==> config.mk <==
export PLATFORM = sky130hd
export DESIGN_NAME = match_event_recorder_flat
export DESIGN_NICKNAME = d
export VERILOG_FILES = /design/src/rtl/match_event_recorder_if.sv /design/src/rtl/match_event_recorder.sv /design/src/flat_wrapper.sv
export SDC_FILE = /design/constraint.sdc
export NUM_CORES = 1
export LEC_CHECK = 0
export CAP_MARGIN = 25
export CELL_PAD_IN_SITES_DETAIL_PLACEMENT = 1
export CELL_PAD_IN_SITES_GLOBAL_PLACEMENT = 2
export CORE_ASPECT_RATIO = 0.75
export CORE_MARGIN = 2
export CORE_UTILIZATION = 30
export CTS_CLUSTER_SIZE = 10
export DETAILED_ROUTE_END_ITERATION = 12
export HOLD_SLACK_MARGIN = 0.12
export PLACE_DENSITY = 0.7
export SETUP_SLACK_MARGIN = 0.15
export SYNTH_ARGS = -nofsm -noshare
export SYNTH_HDL_FRONTEND = slang
export SYNTH_SLANG_ARGS = --single-unit
==> constraint.sdc <==
create_clock -name clk -period 7.9 [get_ports clk]
set_clock_uncertainty 0.2 [all_clocks]
set_input_delay 1.185 -clock clk [delete_from_list [all_inputs] [get_ports clk]]
set_output_delay 1.185 -clock clk [all_outputs]
set_load 0.005 [all_outputs]
==> src/rtl/match_event_recorder_if.sv <==
// Event readout channel: show-ahead head entry offered with a valid/ready handshake.
interface match_event_recorder_if #(
    parameter int unsigned TS_WIDTH = 16
);
    logic                evt_valid;
    logic                evt_ready;
    logic [TS_WIDTH-1:0] evt_timestamp;

    modport master (output evt_valid, output evt_timestamp, input evt_ready);
    modport slave  (input evt_valid, input evt_timestamp, output evt_ready);
endinterface

==> src/rtl/match_event_recorder.sv <==
// Timestamps 101-detector matches into a show-ahead FIFO, with a saturating
// match counter and a sticky overflow flag for matches dropped on a full FIFO.
module match_event_recorder #(
    parameter int unsigned TS_WIDTH  = 16,
    parameter int unsigned DEPTH     = 4,
    parameter int unsigned CNT_WIDTH = 8
) (
    input  logic                     clk,
    input  logic                     reset,
    input  logic                     sequence_detected,
    input  logic                     enable,
    input  logic                     clear,
    match_event_recorder_if.master   evt,
    output logic [$clog2(DEPTH):0]   evt_level,
    output logic [CNT_WIDTH-1:0]     match_count,
    output logic                     overflow
);
    localparam int unsigned PTR_W = $clog2(DEPTH);
    localparam int unsigned LVL_W = PTR_W + 1;

    logic [TS_WIDTH-1:0] mem [DEPTH];
    logic [PTR_W-1:0]    rd_ptr;
    logic [PTR_W-1:0]    wr_ptr;
    logic [TS_WIDTH-1:0] ts;
    logic                valid_q;

    logic                rec_event;
    logic                full;
    logic                push;
    logic                pop;
    logic                drop;
    logic [LVL_W-1:0]    level_next;

    // Head is read straight from storage so nothing from the detector reaches outputs combinationally.
    assign evt.evt_valid     = valid_q;
    assign evt.evt_timestamp = mem[rd_ptr];

    // Handshake decode and next occupancy.
    always_comb begin
        rec_event  = sequence_detected & enable;
        pop        = valid_q & evt.evt_ready;
        full       = (evt_level == LVL_W'(DEPTH));
        push       = rec_event & (~full | pop);
        drop       = rec_event & full & ~pop;
        level_next = evt_level;
        if (push && !pop) begin
            level_next = evt_level + LVL_W'(1);
        end else if (pop && !push) begin
            level_next = evt_level - LVL_W'(1);
        end
    end

    // Storage is cleared too so the head reads zero after reset or clear.
    always_ff @(posedge clk or posedge reset) begin
        if (reset) begin
            for (int i = 0; i < int'(DEPTH); i++) mem[i] <= '0;
        end else if (clear) begin
            for (int i = 0; i < int'(DEPTH); i++) mem[i] <= '0;
        end else if (push) begin
            mem[wr_ptr] <= ts;
        end
    end

    // Pointers, occupancy, timestamp, counter and overflow; clear outranks everything.
    always_ff @(posedge clk or posedge reset) begin
        if (reset) begin
            rd_ptr      <= '0;
            wr_ptr      <= '0;
            evt_level   <= '0;
            valid_q     <= 1'b0;
            ts          <= '0;
            match_count <= '0;
            overflow    <= 1'b0;
        end else if (clear) begin
            rd_ptr      <= '0;
            wr_ptr      <= '0;
            evt_level   <= '0;
            valid_q     <= 1'b0;
            ts          <= '0;
            match_count <= '0;
            overflow    <= 1'b0;
        end else begin
            if (push) wr_ptr <= wr_ptr + PTR_W'(1);
            if (pop)  rd_ptr <= rd_ptr + PTR_W'(1);
            evt_level <= level_next;
            valid_q   <= (level_next != '0);
            if (enable) ts <= ts + TS_WIDTH'(1);
            if (rec_event && (match_count != {CNT_WIDTH{1'b1}})) begin
                match_count <= match_count + CNT_WIDTH'(1);
            end
            if (drop) overflow <= 1'b1;
        end
    end
endmodule

==> src/flat_wrapper.sv <==
// flat-port wrapper written by rule: the top's interface ports become plain ports
module match_event_recorder_flat 
#(
    parameter int unsigned TS_WIDTH  = 16,
    parameter int unsigned DEPTH     = 4,
    parameter int unsigned CNT_WIDTH = 8
)
  (clk, reset, sequence_detected, enable, clear, evt_level, match_count, overflow, evt_evt_valid, evt_evt_timestamp, evt_evt_ready);
  match_event_recorder_if #(.TS_WIDTH(TS_WIDTH)) evt_i ();
  input  logic clk;
  input  logic reset;
  input  logic sequence_detected;
  input  logic enable;
  input  logic clear;
  output logic [$clog2(DEPTH):0] evt_level;
  output logic [CNT_WIDTH-1:0] match_count;
  output logic overflow;
  output wire logic [$bits(evt_i.evt_valid)-1:0] evt_evt_valid;
  output wire logic [$bits(evt_i.evt_timestamp)-1:0] evt_evt_timestamp;
  input wire logic [$bits(evt_i.evt_ready)-1:0] evt_evt_ready;
  assign evt_evt_valid = evt_i.evt_valid;
  assign evt_evt_timestamp = evt_i.evt_timestamp;
  assign evt_i.evt_ready = evt_evt_ready;
  match_event_recorder #(.TS_WIDTH(TS_WIDTH), .DEPTH(DEPTH), .CNT_WIDTH(CNT_WIDTH)) u_core (.clk(clk), .reset(reset), .sequence_detected(sequence_detected), .enable(enable), .clear(clear), .evt(evt_i), .evt_level(evt_level), .match_count(match_count), .overflow(overflow));
endmodule
Word-level counts from Yosys, hierarchy flattened
Cells that the tools add are included.
{"block": "word_totals", "wordCells": 66, "rom_bits": 0, "n_memories": 0, "regBits": 97, "latchBits": 0, "inputBits": 6, "ram_bits": 0, "out_inout_bits": 29}
{"block": "op_classes", "bitwise": 10, "magnitude_cmp": 3, "muxes": 22, "reduce_logical": 12, "addsub": 6, "eq_ne": 2, "multipliers": 0, "shift": 0, "div": 0}
{"op": "$mux 64", "n": 2}
{"op": "$mux 16", "n": 5}
{"op": "$bwmux 64", "n": 1}
{"op": "$bmux 16 s2", "n": 1}
{"op": "$demux 16 s2", "n": 1}
{"op": "$add 16x1->16 const B", "n": 1}
{"op": "$mux 8", "n": 2}
{"op": "$reduce_bool 2->1", "n": 5}
{"op": "$mux 3", "n": 3}
{"op": "$add 8x1->8 const B", "n": 1}
{"op": "$mux 2", "n": 4}
{"op": "$ne 8x8->1 const B", "n": 1}
{"op": "$ge 3x3->1 const B", "n": 2}
{"op": "$not 2->3", "n": 2}
{"op": "$and 1x1->1", "n": 5}
{"op": "$add 2x1->2 const B", "n": 2}
{"op": "$logic_and 1x1->1", "n": 4}
{"op": "$add 3x1->3 const B", "n": 1}
{"op": "$eq 3x3->1 const B", "n": 1}
{"op": "$lt 3x1->1 const B", "n": 1}
{"op": "$mux 1", "n": 3}
{"op": "$reduce_bool 3->1", "n": 1}
{"op": "$sub 3x1->3 const B", "n": 1}
{"op": "$logic_not 1->1", "n": 2}
{"op": "2 further kinds", "n": 3}

Logic depth before layout (Yosys ltp)
Gate-level depths: netlist (run 1).
{"block": "depth", "depth_word": 10, "depth_mapped": 7, "depth_no_buf": 6}

Worst setup path before layout (run 1)
No wires, ideal clock.
{"block": "synth_path", "path_kind": "reg-to-output", "startpoint": "register u_core.rd_ptr[0]", "endpoint": "output port evt_evt_timestamp[10]", "t_arrival_ns": 1.304, "stages_incl_launch_ff": 4, "path_buffers": 2, "t_required_ns": 6.515, "path_slack_ns": 5.211, "path_cell_list": "dfrtp_1 > buf_2 > buf_4 > mux4_2"}
{"block": "synth_via", "elab_chain_len": 4}
{"item": "start: declaration", "line_no": "match_event_recorder.sv:22", "source": "logic [PTR_W-1:0] rd_ptr;"}
{"item": "start signal: assignment", "line_no": "match_event_recorder.sv:84", "source": "if (pop) rd_ptr <= rd_ptr + PTR_W'(1);"}
{"item": "$not 2->3 (implied by the code)", "line_no": "match_event_recorder.sv:36", "source": "assign evt.evt_timestamp = mem[rd_ptr];"}
{"item": "$bmux 16 s2", "line_no": "match_event_recorder.sv:36"}
{"item": "$mux 16 (implied by the code) (2 in series)", "line_no": "match_event_recorder.sv:36"}
{"item": "end: declaration", "line_no": "flat_wrapper.sv:19", "source": "output wire logic [$bits(evt_i.evt_timestamp)-1:0] evt_evt_timestamp;"}
No other way between the ends. The select of a mux whose other input is x is not followed.

Worst setup path in the final report (run 1)
{"block": "layout_path", "startpoint": "register u_core.rd_ptr[0]", "endpoint": "output port evt_evt_timestamp[13]"}
Same word-level chain as after synthesis.

==> results of run 1 <==
## power by group through the flow
stage | Combinational (mW) | Clock [mW] | Sequential (mW)
after floorplan | 0.0911 | 0 | 0.521
after CTS | 0.112 | 0.471 | 0.521
final | 0.110 | 0.453 | 0.520
after global routing | 0.122 | 0.495 | 0.522
after global placement | 0.108 | 0 | 0.529
after detailed placement | 0.111 | 0 | 0.530
## placed cells by master, fill, tap and decap left out, types with 8 or more instances in the layout
cell type,instances
nor2_1,88
clkbuf_16,9
xnor2_1,11
nand2_1,14
a21oi_1,11
dfrtp_1,97
inv_1,9
nand3_1,10
ha_1,9
mux4_2,16
mux2i_1,63
clkdlybuf4s50_1,33
nor3_1,9
xor2_1,8
## logic make-up (layout without fill, tap and decap cells)
| group | count (synthesis) | count (layout) |
|---|---|---|
| and+or+nand+nor | 147 | 147 |
| DFF | 97 | 97 |
| muxes | 79 | 79 |
| buffers and inverters | 44 | 64 |
| AOI/OAI and AO/OA | 33 | 33 |
| xor gates and xnor gates | 19 | 19 |
| adders and majority gates | 9 | 9 |
## flip-flops by register name (all words and copies together) (netlist names)
signal	cells
u_core.rd_ptr	2
u_core.overflow	1
u_core.ts	16
u_core.match_count	8
u_core.wr_ptr	2
u_core.evt.evt_valid	1
u_core.evt_level	3
u_core.mem	64
## through the flow
| stage | instances | utilization | instance area (um^2) |
|---|---|---|---|
| 6_report | 658 | 0.352 | 5640 |
| 5_1_grt | 658 | 0.352 | 5640 |
| 4_1_cts | 657 | 0.351 | 5620 |
| 3_5_place_dp | 641 | 0.331 | 5310 |
| 3_3_place_gp | 641 | 0.331 | 5310 |
| 2_1_floorplan | 428 | - | 4910 |
## worst max-delay path: stages, from the launching register on
cell and delay (ns):
dfrtp_1 0.68, buf_4 0.35, mux4_2 0.55, clkdlybuf4s50_1 0.46
## layout make-up
type	count	area share
repair buffers	38	0.0683
multi-input cells	287	0.393
clock inverters	2	0.00621
well taps	210	0.0466
flip-flops and latches	97	0.430
clock buffers	14	0.0486
inverters	10	0.00710
## final timing paths
check / start / endpoint / cells past startpoint
setup / recovery: u_core.rd_ptr[0] / evt_evt_timestamp[13] / 3
hold / removal: u_core.overflow / u_core.overflow / 2
min in group asynchronous: reset / u_core.match_count[3] / 2
setup reg to reg: u_core.evt_level[0] / u_core.mem[49] / 6
hold reg to reg: u_core.overflow / u_core.overflow / 2
max in group asynchronous: reset / u_core.mem[9] / 3
## metal layers
metal	wire [um]	global-route usage
met5	0	0
met1	5460	0.188
met3	277	0.0377
met2	5110	0.219
met4	177	0.0444
==> impl_metrics.tcl, run 1 <==
set metrics [dict create \
    grt_pass1_vias 3432 \
    viasPerCell 4.89 \
    cp.arrival_ns 2.40 \
    cts_hold_buf 0 \
    core_um2 16000 \
    yosysTopAreaCell "dfrtp_1" \
    critPathRequiredTime_ns 6.51 \
    ctsHtreeMaxLevel 3 \
    clockBufferDepth 2 \
    yosys_warnings 0 \
    maxCapViolations 0 \
    slew_headroom 0.380 \
    ir_worst_vdd_mv 0.121 \
    num_vias 3216 \
    port_buffers 34 \
    row_count 40 \
    synthCells 428 \
    final_layout_size_suffix_gt1_frac 0.109 \
    ant_nets 0 \
    wl_per_cell_um 16.8 \
    synthXorXnorAreaFrac 0.0339 \
    setup_ws_ns 4.11 \
    ys_seq_elements 97 \
    power.density_nw_per_um2 192 \
    yosys-top-cells-count "97 x dfrtp_1, 88 x nor2_1, 63 x mux2i_1, 16 x mux4_2, 14 x nand2_1" \
    cts.sinks 97 \
    finalHoldViolations 0 \
    post-cts-setup-buffers 0 \
    io_pins 35 \
    synth_nets 443 \
    cp_max_fo 10 \
    cts.reportedPaths.clkPinSlew_ns 0.07 \
    drc 0 \
    regArea_um2 2430 \
    ys.flop_type "dfrtp_1" \
    antenna_found_initial 0 \
    grt_pass1_wl_um 18500 \
    hp-class "reg2reg" \
    synth_top_area_share 0.494 \
    ys_top_cells_by_area "dfrtp_1 49%, mux2i_1 13%, mux4_2 7.3%" \
    first_pass_iters 4 \
    routed_wirelength_um 11000 \
    tightest_slew_ns 0.926 \
    syn_avg_cell_area_um2 11.5 \
    grt_use_total 0.139 \
    worstSetupEndpointType "primary output" \
    num-fill-cells 1734 \
    dp_slack_ns 4.44 \
    nets 458 \
    synthMuxAreaShare 0.202 \
    drt_iter0_drc 156 \
    clk_latency_ns 0.35 \
    die_width_um 152 \
    die-area_um2 17400 \
    status "complete, no violations" \
    root_buffer "clkbuf_16" \
    cts_buffers 9 \
    swShare 0.241 \
    power_leakage_nw 2.73 \
    power_switching_mw 0.262 \
    setup_tns_ns 0 \
    antennaDiodeCount 0 \
    synth_top_family_by_area "multiplexers" \
    synth-compound-area-share 0.0576 \
    yosysMostFrequentCell "dfrtp_1" \
    synthSimpleGateAreaFrac 0.136 \
    path_class "reg2out" \
    ys_async_sr_fraction 1.00 \
    multi_input_area_um2 2220 \
    cts_tree "done" \
    p_clk_frac 0.418 \
    rsz0062_at_grt "no" \
    p_total_mw 1.08 \
    synth_seq_area_share 0.494 \
    combPwrFrac 0.101 \
    p_int_mw 0.822 \
    period_share 0.479 \
    grt-ovfl-total 0 \
    grt_max_degree 101 \
    slew_viol_final 0 \
    synth_cell_types 41 \
    die_h_um 115 \
    syn_to_final_growth_pct 14.9 \
    layout_min_cycle_time_ns 3.79 \
    start_util 0.307 \
    fmax_ghz 0.264 \
    hpwlAfterDp_um 7120 \
    seq_power_share 0.480 \
    worstSetupStartpointType "flip-flop" \
    synth_fa_ha_area_frac 0.0229 \
    netlist_area_um2 4910 \
    reg2reg_setup_slack_ns 5.52 \
    hold_ws_ns 0.307 \
    cts-resized-gates 0 \
    setup_viol 0 \
    gp_congestion 0.734 \
    synth_edf_count 0 \
]
(Power assumes the default switching activity.)
==> run 2, diff against run 1 <==
--- a/config.mk
+++ b/config.mk
@@ -14,7 +14,7 @@
 export CTS_CLUSTER_SIZE = 10
 export DETAILED_ROUTE_END_ITERATION = 12
 export HOLD_SLACK_MARGIN = 0.12
-export PLACE_DENSITY = 0.7
+export PLACE_DENSITY = 0.72
 export SETUP_SLACK_MARGIN = 0.15
 export SYNTH_ARGS = -nofsm -noshare
 export SYNTH_HDL_FRONTEND = slang
==> constraint.sdc (replaced) <==
create_clock -name clk -period 3.33 [get_ports clk]
set_clock_uncertainty 0.2 [all_clocks]
set_input_delay 0.4995 -clock clk [delete_from_list [all_inputs] [get_ports clk]]
set_output_delay 0.4995 -clock clk [all_outputs]
set_load 0.005 [all_outputs]
==> run 2 against run 1 <==
  * Clock power is 120% higher
  * Via count is 0.16% lower
  * Combinational power grew to 2.5 times the previous value
  * Final cell count is 0.61% higher
  * Worst setup slack worse by 3.5 ns
  * Clock-buffer cell count is 3 lower
  * Critical path depth stayed put
  * Largest cell class unchanged
  * Largest power group unchanged
==> impl_metrics.tcl, run 2 (synthesized netlist as in run 1, its figures left out) <==
set metrics [dict create \
    grt-ovfl-total 0 \
    reg.largest.list "u_core.mem (64), u_core.ts (16), u_core.match_count (8)" \
    row_count 40 \
    cpLargestDelayFamily "buffers and inverters" \
    die_width_um 152 \
    cts.sinks 97 \
    ir_worst_vdd_mv 0.216 \
    layout_min_cycle_time_ns 2.71 \
    final_common_cell "dfrtp_1" \
    slew_headroom 0.387 \
    viasPerCell 4.85 \
    setup_tns_ns 0 \
    r2r-end "u_core.mem[61]" \
    gp_congestion 0.768 \
    clk_latency_ns 0.35 \
    ctsHtreeMaxLevel 3 \
    hold_end "u_core.overflow" \
    grt_use_total 0.143 \
    grt_max_degree 98 \
    path_class "reg2out" \
    antenna_found_initial 0 \
    power_leakage_nw 2.72 \
    placed_cells 646 \
    worstSetupStartpointType "flip-flop" \
    cts-resized-gates 0 \
    first_pass_iters 4 \
    maxCapViolations 0 \
    cts_hold_buf 0 \
    layout_common_cells "97 x dfrtp_1, 88 x nor2_1, 63 x mux2i_1" \
    cts.reportedPaths.clkPinSlew_ns 0.07 \
    cts_buffers 9 \
    worstSetupEndpointType "primary output" \
    utilization 0.352 \
    wl_per_cell_um 17.0 \
    slew_viol_final 0 \
    crit_path_top_delay_cell "dfrtp_1" \
    reg2reg_setup_slack_ns 0.94 \
    cp_max_fo 7 \
    io_pins 35 \
    hp-class "reg2reg" \
    cpPeakStageDelay_ns 0.59 \
    status "complete, no violations" \
    root_buffer "clkbuf_16" \
    cp.buffers_inverters 2 \
    drt_iter0_drc 143 \
    top_register "u_core.mem" \
    syn_to_final_growth_pct 14.9 \
    worstHoldStart "u_core.overflow" \
    r2r_start "u_core.evt_level[0]" \
    fmax_ghz 0.369 \
    reg2reg_depth 6 \
    antennaDiodeCount 0 \
    finalNonFillerCells 662 \
    cp.arrival_ns 2.01 \
    grt_pass1_wl_um 19100 \
    routed_wirelength_um 11200 \
    final_layout_size_suffix_gt1_frac 0.119 \
    port_buffers 34 \
    start_util 0.307 \
    critPathRequiredTime_ns 2.63 \
    core_um2 16000 \
    finalHoldViolations 0 \
    post-cts-setup-buffers 0 \
    die-area_um2 17400 \
    hold_depth 2 \
    ant_nets 0 \
    rsz0062_at_grt "no" \
    hpwlAfterDp_um 7400 \
    drc 0 \
    period_share 0.813 \
    setup_viol 0 \
    tightest_slew_ns 0.916 \
    grt_pass1_vias 3557 \
    cp_cell_sequence "buf_4, mux4_2, clkdlybuf4s50_1" \
    num_vias 3211 \
    die_h_um 115 \
    nets 462 \
    largest_reg_flops 64 \
    clockBufferDepth 2 \
    power.density_nw_per_um2 442 \
    cts_tree "done" \
]
## run 2: cell count changes in the layout (fill, tap and decap cells not counted)
cell and change:
buf_12 +1, buf_16 -1, buf_4 +4, bufinv_16 -1, clkbuf_1 -1, clkbuf_8 -2
clkinv_2 -1, clkinv_4 +3, clkinvlp_4 +3, inv_4 -1
## run 2: how the worst max path moves through the flow
stage               cells after the start  slack, ns                     to              from
floorplan                               3       1.33  evt_evt_timestamp[10]  u_core.rd_ptr[0]
global placement                        5       0.71       u_core.wr_ptr[1]            enable
detailed placement                      5       0.67       u_core.wr_ptr[1]            enable
CTS                                     3       0.61  evt_evt_timestamp[14]  u_core.rd_ptr[1]
global route                            3       0.53   evt_evt_timestamp[5]  u_core.rd_ptr[0]
finish                                  3       0.62  evt_evt_timestamp[14]  u_core.rd_ptr[1]
## run 2: where the power goes
part | internal, mW | switching [mW] | leakage, nW
clock network | 0.531 | 0.459 | 0.132
logic | 0.113 | 0.166 | 1.24
registers | 1.20 | 0.0266 | 1.35
total | 1.84 | 0.651 | 2.72
## run 2: area by class of cell
type | instances | area [um^2]
fillers | 1769 | 10400
flip-flops and latches | 97 | 2430
multi-input cells | 287 | 2220
repair buffers | 42 | 408
well taps | 210 | 263
clock buffers | 11 | 243
clock inverters | 5 | 41.3
inverters | 10 | 41.3
## run 2: stage by stage
step	setup slack (ns)	instance area (um^2)	hold slack [ns]	power (mW)
final	0.623	5640	0.303	2.49
after CTS	0.607	5640	0.312	2.53
after global routing	0.529	5640	0.342	2.61
after global placement	0.710	5360	0.287	1.52
after floorplan	1.33	4910	0.284	1.45
after detailed placement	0.669	5360	0.297	1.53
## run 2: metal layers
metal | part of all wire | wire length (um) | global-route usage
met5 | 0 | 0 | 0
met3 | 0.026 | 297 | 0.0286
met2 | 0.45 | 5020 | 0.221
met1 | 0.52 | 5790 | 0.205
met4 | 0.011 | 126 | 0.0370
## run 2: worst reg2reg max path: stages, from the launching register on
cell	delay [ns]
dfrtp_1	0.46
inv_1	0.14
ha_1	0.22
nand2_4	0.13
o211ai_4	0.75
mux2i_1	0.27
nor2_1	0.07
